[src/rtl/uart_cmd_parser.sv]
// uart_cmd_parser: decodes 'l'/'L' + MMSS + CR frames from the UART byte
// stream into a validated BCD load for the time counter or alarm register.
module uart_cmd_parser #(
  parameter int unsigned TIMEOUT_CYC = 12000000,
  parameter logic [7:0]  CR_CODE     = 8'h0d
) (
  input  logic        clk12m,
  input  logic        rst_n,
  input  logic [7:0]  rx_data,
  input  logic        rx_data_rdy,
  output logic [15:0] ld_digits,
  output logic        ld_time,
  output logic        ld_alarm,
  output logic        cmd_err,
  output logic        busy
);

  localparam int unsigned CW = $clog2(TIMEOUT_CYC);
  localparam logic [CW-1:0] TMO_LAST = CW'(TIMEOUT_CYC - 1);

  typedef enum logic [2:0] {IDLE, D0, D1, D2, D3, WCR} state_t;

  state_t        state_q, state_d;
  logic [15:0]   shadow_q, shadow_d;
  logic          type_q, type_d;      // 1 = alarm, 0 = time
  logic [CW-1:0] cnt_q, cnt_d;
  logic [15:0]   ld_digits_q, ld_digits_d;
  logic          ld_time_q, ld_time_d;
  logic          ld_alarm_q, ld_alarm_d;
  logic          cmd_err_q, cmd_err_d;
  logic          busy_q, busy_d;

  logic is_cmd, digit_ok, cr_ok, timeout_hit;

  // Classify the incoming byte against what the current state expects
  always_comb begin
    is_cmd   = (rx_data == 8'h6c) || (rx_data == 8'h4c);
    digit_ok = 1'b0;
    case (state_q)
      D0, D2:  digit_ok = (rx_data >= 8'h30) && (rx_data <= 8'h35);
      D1, D3:  digit_ok = (rx_data >= 8'h30) && (rx_data <= 8'h39);
      default: digit_ok = 1'b0;
    endcase
    cr_ok       = (state_q == WCR) && (rx_data == CR_CODE);
    timeout_hit = (state_q != IDLE) && !rx_data_rdy && (cnt_q == TMO_LAST);
  end

  // State register
  always_ff @(posedge clk12m or negedge rst_n) begin
    if (!rst_n) state_q <= IDLE;
    else        state_q <= state_d;
  end

  // Next-state: command byte always (re)starts; any unexpected byte aborts
  always_comb begin
    state_d = state_q;
    if (rx_data_rdy) begin
      if (is_cmd) begin
        state_d = D0;
      end else if (state_q != IDLE) begin
        if (digit_ok) begin
          case (state_q)
            D0:      state_d = D1;
            D1:      state_d = D2;
            D2:      state_d = D3;
            D3:      state_d = WCR;
            default: state_d = IDLE;
          endcase
        end else begin
          state_d = IDLE;
        end
      end
    end else if (timeout_hit) begin
      state_d = IDLE;
    end
  end

  // Datapath/outputs: shadow capture, timeout count, load and error pulses
  always_comb begin
    shadow_d    = shadow_q;
    type_d      = type_q;
    ld_digits_d = ld_digits_q;
    ld_time_d   = 1'b0;
    ld_alarm_d  = 1'b0;
    cmd_err_d   = 1'b0;
    busy_d      = (state_d != IDLE);
    cnt_d       = (rx_data_rdy || state_d == IDLE) ? '0 : cnt_q + 1'b1;
    if (rx_data_rdy) begin
      if (is_cmd) begin
        type_d = (rx_data == 8'h4c);
      end else if (digit_ok) begin
        // low nibble of an ASCII digit equals rx_data - 8'h30
        case (state_q)
          D0:      shadow_d[15:12] = rx_data[3:0];
          D1:      shadow_d[11:8]  = rx_data[3:0];
          D2:      shadow_d[7:4]   = rx_data[3:0];
          D3:      shadow_d[3:0]   = rx_data[3:0];
          default: shadow_d        = shadow_q;
        endcase
      end else if (cr_ok) begin
        ld_digits_d = shadow_q;
        ld_time_d   = !type_q;
        ld_alarm_d  = type_q;
      end else if (state_q != IDLE) begin
        cmd_err_d = 1'b1;
      end
    end else if (timeout_hit) begin
      cmd_err_d = 1'b1;
    end
  end

  // Datapath and output registers
  always_ff @(posedge clk12m or negedge rst_n) begin
    if (!rst_n) begin
      shadow_q    <= '0;
      type_q      <= 1'b0;
      cnt_q       <= '0;
      ld_digits_q <= '0;
      ld_time_q   <= 1'b0;
      ld_alarm_q  <= 1'b0;
      cmd_err_q   <= 1'b0;
      busy_q      <= 1'b0;
    end else begin
      shadow_q    <= shadow_d;
      type_q      <= type_d;
      cnt_q       <= cnt_d;
      ld_digits_q <= ld_digits_d;
      ld_time_q   <= ld_time_d;
      ld_alarm_q  <= ld_alarm_d;
      cmd_err_q   <= cmd_err_d;
      busy_q      <= busy_d;
    end
  end

  assign ld_digits = ld_digits_q;
  assign ld_time   = ld_time_q;
  assign ld_alarm  = ld_alarm_q;
  assign cmd_err   = cmd_err_q;
  assign busy      = busy_q;

endmodule
[config.mk]
export PLATFORM = sky130hd
export DESIGN_NAME = uart_cmd_parser
export DESIGN_NICKNAME = d
export VERILOG_FILES = /design/src/rtl/uart_cmd_parser.sv
export SDC_FILE = /design/constraint.sdc
export NUM_CORES = 1
export LEC_CHECK = 0
export CORE_MARGIN = 2
export CORE_UTILIZATION = 51
export DETAILED_ROUTE_END_ITERATION = 8
export PLACE_DENSITY = 0.76
export SYNTH_ARGS = -nofsm -noshare
export SYNTH_HDL_FRONTEND = slang
export SYNTH_SLANG_ARGS = --single-unit
[constraint.sdc]
create_clock -name clk12m -period 1.6 [get_ports clk12m]
set_input_delay 0.16 -clock clk12m [delete_from_list [all_inputs] [get_ports clk12m]]
set_output_delay 0.16 -clock clk12m [all_outputs]
set_load 0.005 [all_outputs]
==> run_results.csv <==
group,metric,value,unit
status,status,"complete, but fails checks",
status,violations,"negative setup slack",
finish,layout.cells.non_filler,427,
power_and_ir_drop,clkPwrFrac,0.469,
setup_path,crit_arrival,2.07,ns
sta,layout_setup_ws,-0.260,ns
clocking,tritoncts,"built",
grt,grt_overflow,0,
power_and_ir_drop,power,3.34,mW
synth,synth_nets,270,
placed_design,pre_cts_slack,-0.325,ns
synth,synthCells,258,
grt,grt_usage,0.247,
placed_design,dp_hpwl,4380,µm
sta,period_share,1.16,
route,ant_nets,0,
power_and_ir_drop,leakage,1.94,nW
run,cap_violations,0,
placed_design,place_congestion,0.850,
floorplan,core,5570,µm²
synth,muxShareOfSynthArea,0.121,
grt,grt_pass1_vias,2456,
setup_path,endpoint,"state_q[1]$_DFF_PN0_",
synth,synth_edf_count,0,
synth,synth_top_family_by_area,"simple AND/OR/NAND/NOR gates",
sta,finalMaxSlewViolations,0,
setup_path,reg2regPathDepth,5,
route,drc,0,
sta,finalHoldViolCount,0,
floorplan,die_h,80.4,µm
sta,finalSetupViolCount,58,
synth,yosys-top-cells-area,"dfrtp_1 (54%), mux2_2 (12%), xnor2_1 (4.7%)",
clocking,cts_root_buf,"clkbuf_8",
synth,synthDistinctLibCells,41,
power_and_ir_drop,p_sw,0.739,mW
setup_path,r2r_end,"state_q[1]$_DFF_PN0_",
clocking,cts_sinks,64,
synth,yosys.area.top_type,"dfrtp_1",
synth,syn_area,2970,µm²
power_and_ir_drop,vdd_ir_drop_max,615,µV
power_and_ir_drop,power_density,787,nW/µm²
synth,async_flop_share,1.00,
floorplan,die_w,80.4,µm
sta,tns,-8.24,ns
setup_path,start_kind,"flip-flop",
power_and_ir_drop,internal_power,2.60,mW
setup_path,required,1.81,ns
sta,layout_min_cycle_time,1.86,ns
setup_path,criticalPathCategory,"flip-flop to flip-flop",
floorplan,io_pins,31,
sta,worst_slew_pin_slew,0.610,ns
power_and_ir_drop,pwr-share-comb,0.045,
power_and_ir_drop,sequentialPowerShare,0.486,
worst_hold_path,hold_class,"input pin to asynchronous set/reset pin",
floorplan,num_rows,27,
route,routedWlPerCell,18.3,µm
placed_design,dp.cells,403,
synth,yosys.area_share.simple,0.211,
setup_path,end_kind,"flip-flop",
clocking,clk_pin_slew,0.07,ns
synth,synth-compound-area-share,0.0303,
finish,area_growth_syn_to_layout,42.7,%
sta,slew-limit-headroom,0.593,
sta,finClkSkew,0.00562,ns
synth,syn_area_per_cell,11.5,µm²
setup_path,path_max_fanout,3,
clocking,cts_buffers,9,
setup_path,r2r_start,"cnt_q[8]$_DFF_PN0_",
synth,synth_seq_area_share,0.539,
synth,synthAdderAreaFrac,0.00800,
route,wl,7820,µm
sta,grt_setup_unrepaired,"true",
route,firstDrtPassIters,4,
route,vias,2354,
synth,synth_flop_cell,"dfrtp_1",
grt,grt_first_pass_wirelength,11800,µm
setup_path,rrSetupSlack,-0.26,ns
synth,yosysTopAreaCellShare,0.539,
floorplan,initial_core_util,0.533,
synth,synth_xor_area_frac,0.0648,
route,vias_per_cell,5.51,
synth,ys_ff_latch,64,
sta,max_freq,0.538,GHz
route,initialDrtViolationCount,118,
placed_design,numPortBuffers,30,
floorplan,die_area,6460,µm²
finish,antenna_cells,0,
synth,yosys_warnings,0,
clocking,clk_latency,0.34,ns
setup_path,crit_start,"cnt_q[8]$_DFF_PN0_",
finish,nets,363,
finish,drive_gt1_frac,0.386,
grt,grt_max_degree,24,
clocking,cts_buffer_depth,2,
clocking,htreeDepth,3,
power_and_ir_drop,switching_share,0.222,
grt,antenna_found_initial,0,
worst max-delay path, cell delays in order, from the launching register on:
cell and delay [ns]:
dfrtp_1 0.39, or4_4 0.56, nor4_4 0.25, nand3_2 0.16, or2b_4 0.28, o211ai_1 0.09
cells in the mapped netlist, types with 2 or more instances:
master     n
mux2_2    32
nand3_1    9
buf_6      2
nor3b_1    2
xnor2_1   16
inv_1      8
and4_1     5
o21ai_0    7
xor2_1     6
nand2_1   12
nand4_1    5
nor2_1    35
nand4_2    2
o211ai_1   2
buf_4      2
and3_1     5
nor2b_1    2
a21oi_1    3
nor3_1     8
and2_1     5
nor4_1     5
or3_1      2
dfrtp_1   64
nand4_4    2
worst min-delay path by stage:
stage	startpoint	to	depth (start not counted)
6_report	rst_n	cnt_q[19]$_DFF_PN0_	2
5_1_grt	rst_n	cnt_q[19]$_DFF_PN0_	2
4_1_cts	rst_n	cnt_q[18]$_DFF_PN0_	2
3_5_place_dp	rst_n	cnt_q[18]$_DFF_PN0_	1
3_3_place_gp	rst_n	cnt_q[16]$_DFF_PN0_	1
2_1_floorplan	rst_n	busy$_DFF_PN0_	0
registers in the layout, summed over array words and instances (netlist names):
signal     flops
type_q         1
cnt_q         24
ld_alarm       1
state_q        3
shadow_q      16
busy           1
ld_time        1
cmd_err        1
ld_digits     16
area by class of cell:
type                       instances  area [µm²]
clock inverter                     5        81.3
clock buffer                      10         138
multi-input combinational        180        1450
sequential                        64        1600
timing repair buffer              88         845
fill                             350        1330
inverter                           8        30.0
tap                               72        90.1
power by group through the flow:
stage               Clock (mW)  Combinational [mW]  Sequential [mW]
global placement             0               0.131             1.65
global route              1.66               0.164             1.62
CTS                       1.58               0.139             1.62
finish                    1.57               0.150             1.62
detailed placement           0               0.134             1.65
floorplan                    0              0.0261             1.65
metal layers:
| layer | vias to the layer above | global-route usage | part of all wire |
|---|---|---|---|
| li1 | 1095 | - | - |
| met1 | 1169 | 0.292 | 0.40 |
| met2 | 68 | 0.434 | 0.54 |
| met3 | 22 | 0.0562 | 0.040 |
| met4 | 0 | 0.0932 | 0.022 |
| met5 | - | 0 | 0 |
through the flow:
stage | hold slack (ns) | utilization | cell area, µm²
floorplan | -0.136 | - | 2970
global placement | 0.186 | 0.671 | 3740
detailed placement | 0.194 | 0.671 | 3740
CTS | 0.355 | 0.741 | 4130
global route | 0.408 | 0.761 | 4240
finish | 0.361 | 0.761 | 4240
timing repair:
action                     in CTS  in global routing
pin swaps                       5                 10
gates resized for setup        20                 23
cloned                          2                  0
buffers inserted                3                  3
hold buffers                    1                  0
hold endpoints to repair       20                  0
setup endpoints to repair      55                 55
cells in the final DEF (no fill, tap or decap), drive strengths merged, types with 9 or more instances in the layout:
cell,count
dfrtp,64
buf,57
nor2,35
mux2,32
clkdlybuf4s50,29
xnor2,16
nand2,13
clkbuf,11
nand3,9
nand4,9
kinds of logic (layout without fill, tap and decap cells):
kind of cell    Yosys count  count (layout)
fa+ha+maj                 2               2
compound gates           15              15
xor+xnor                 22              22
flops                    64              64
buf+inv                  14             111
mux                      32              32
simple gates            109             109
No activity file was read; power rests on OpenSTA's default activity.
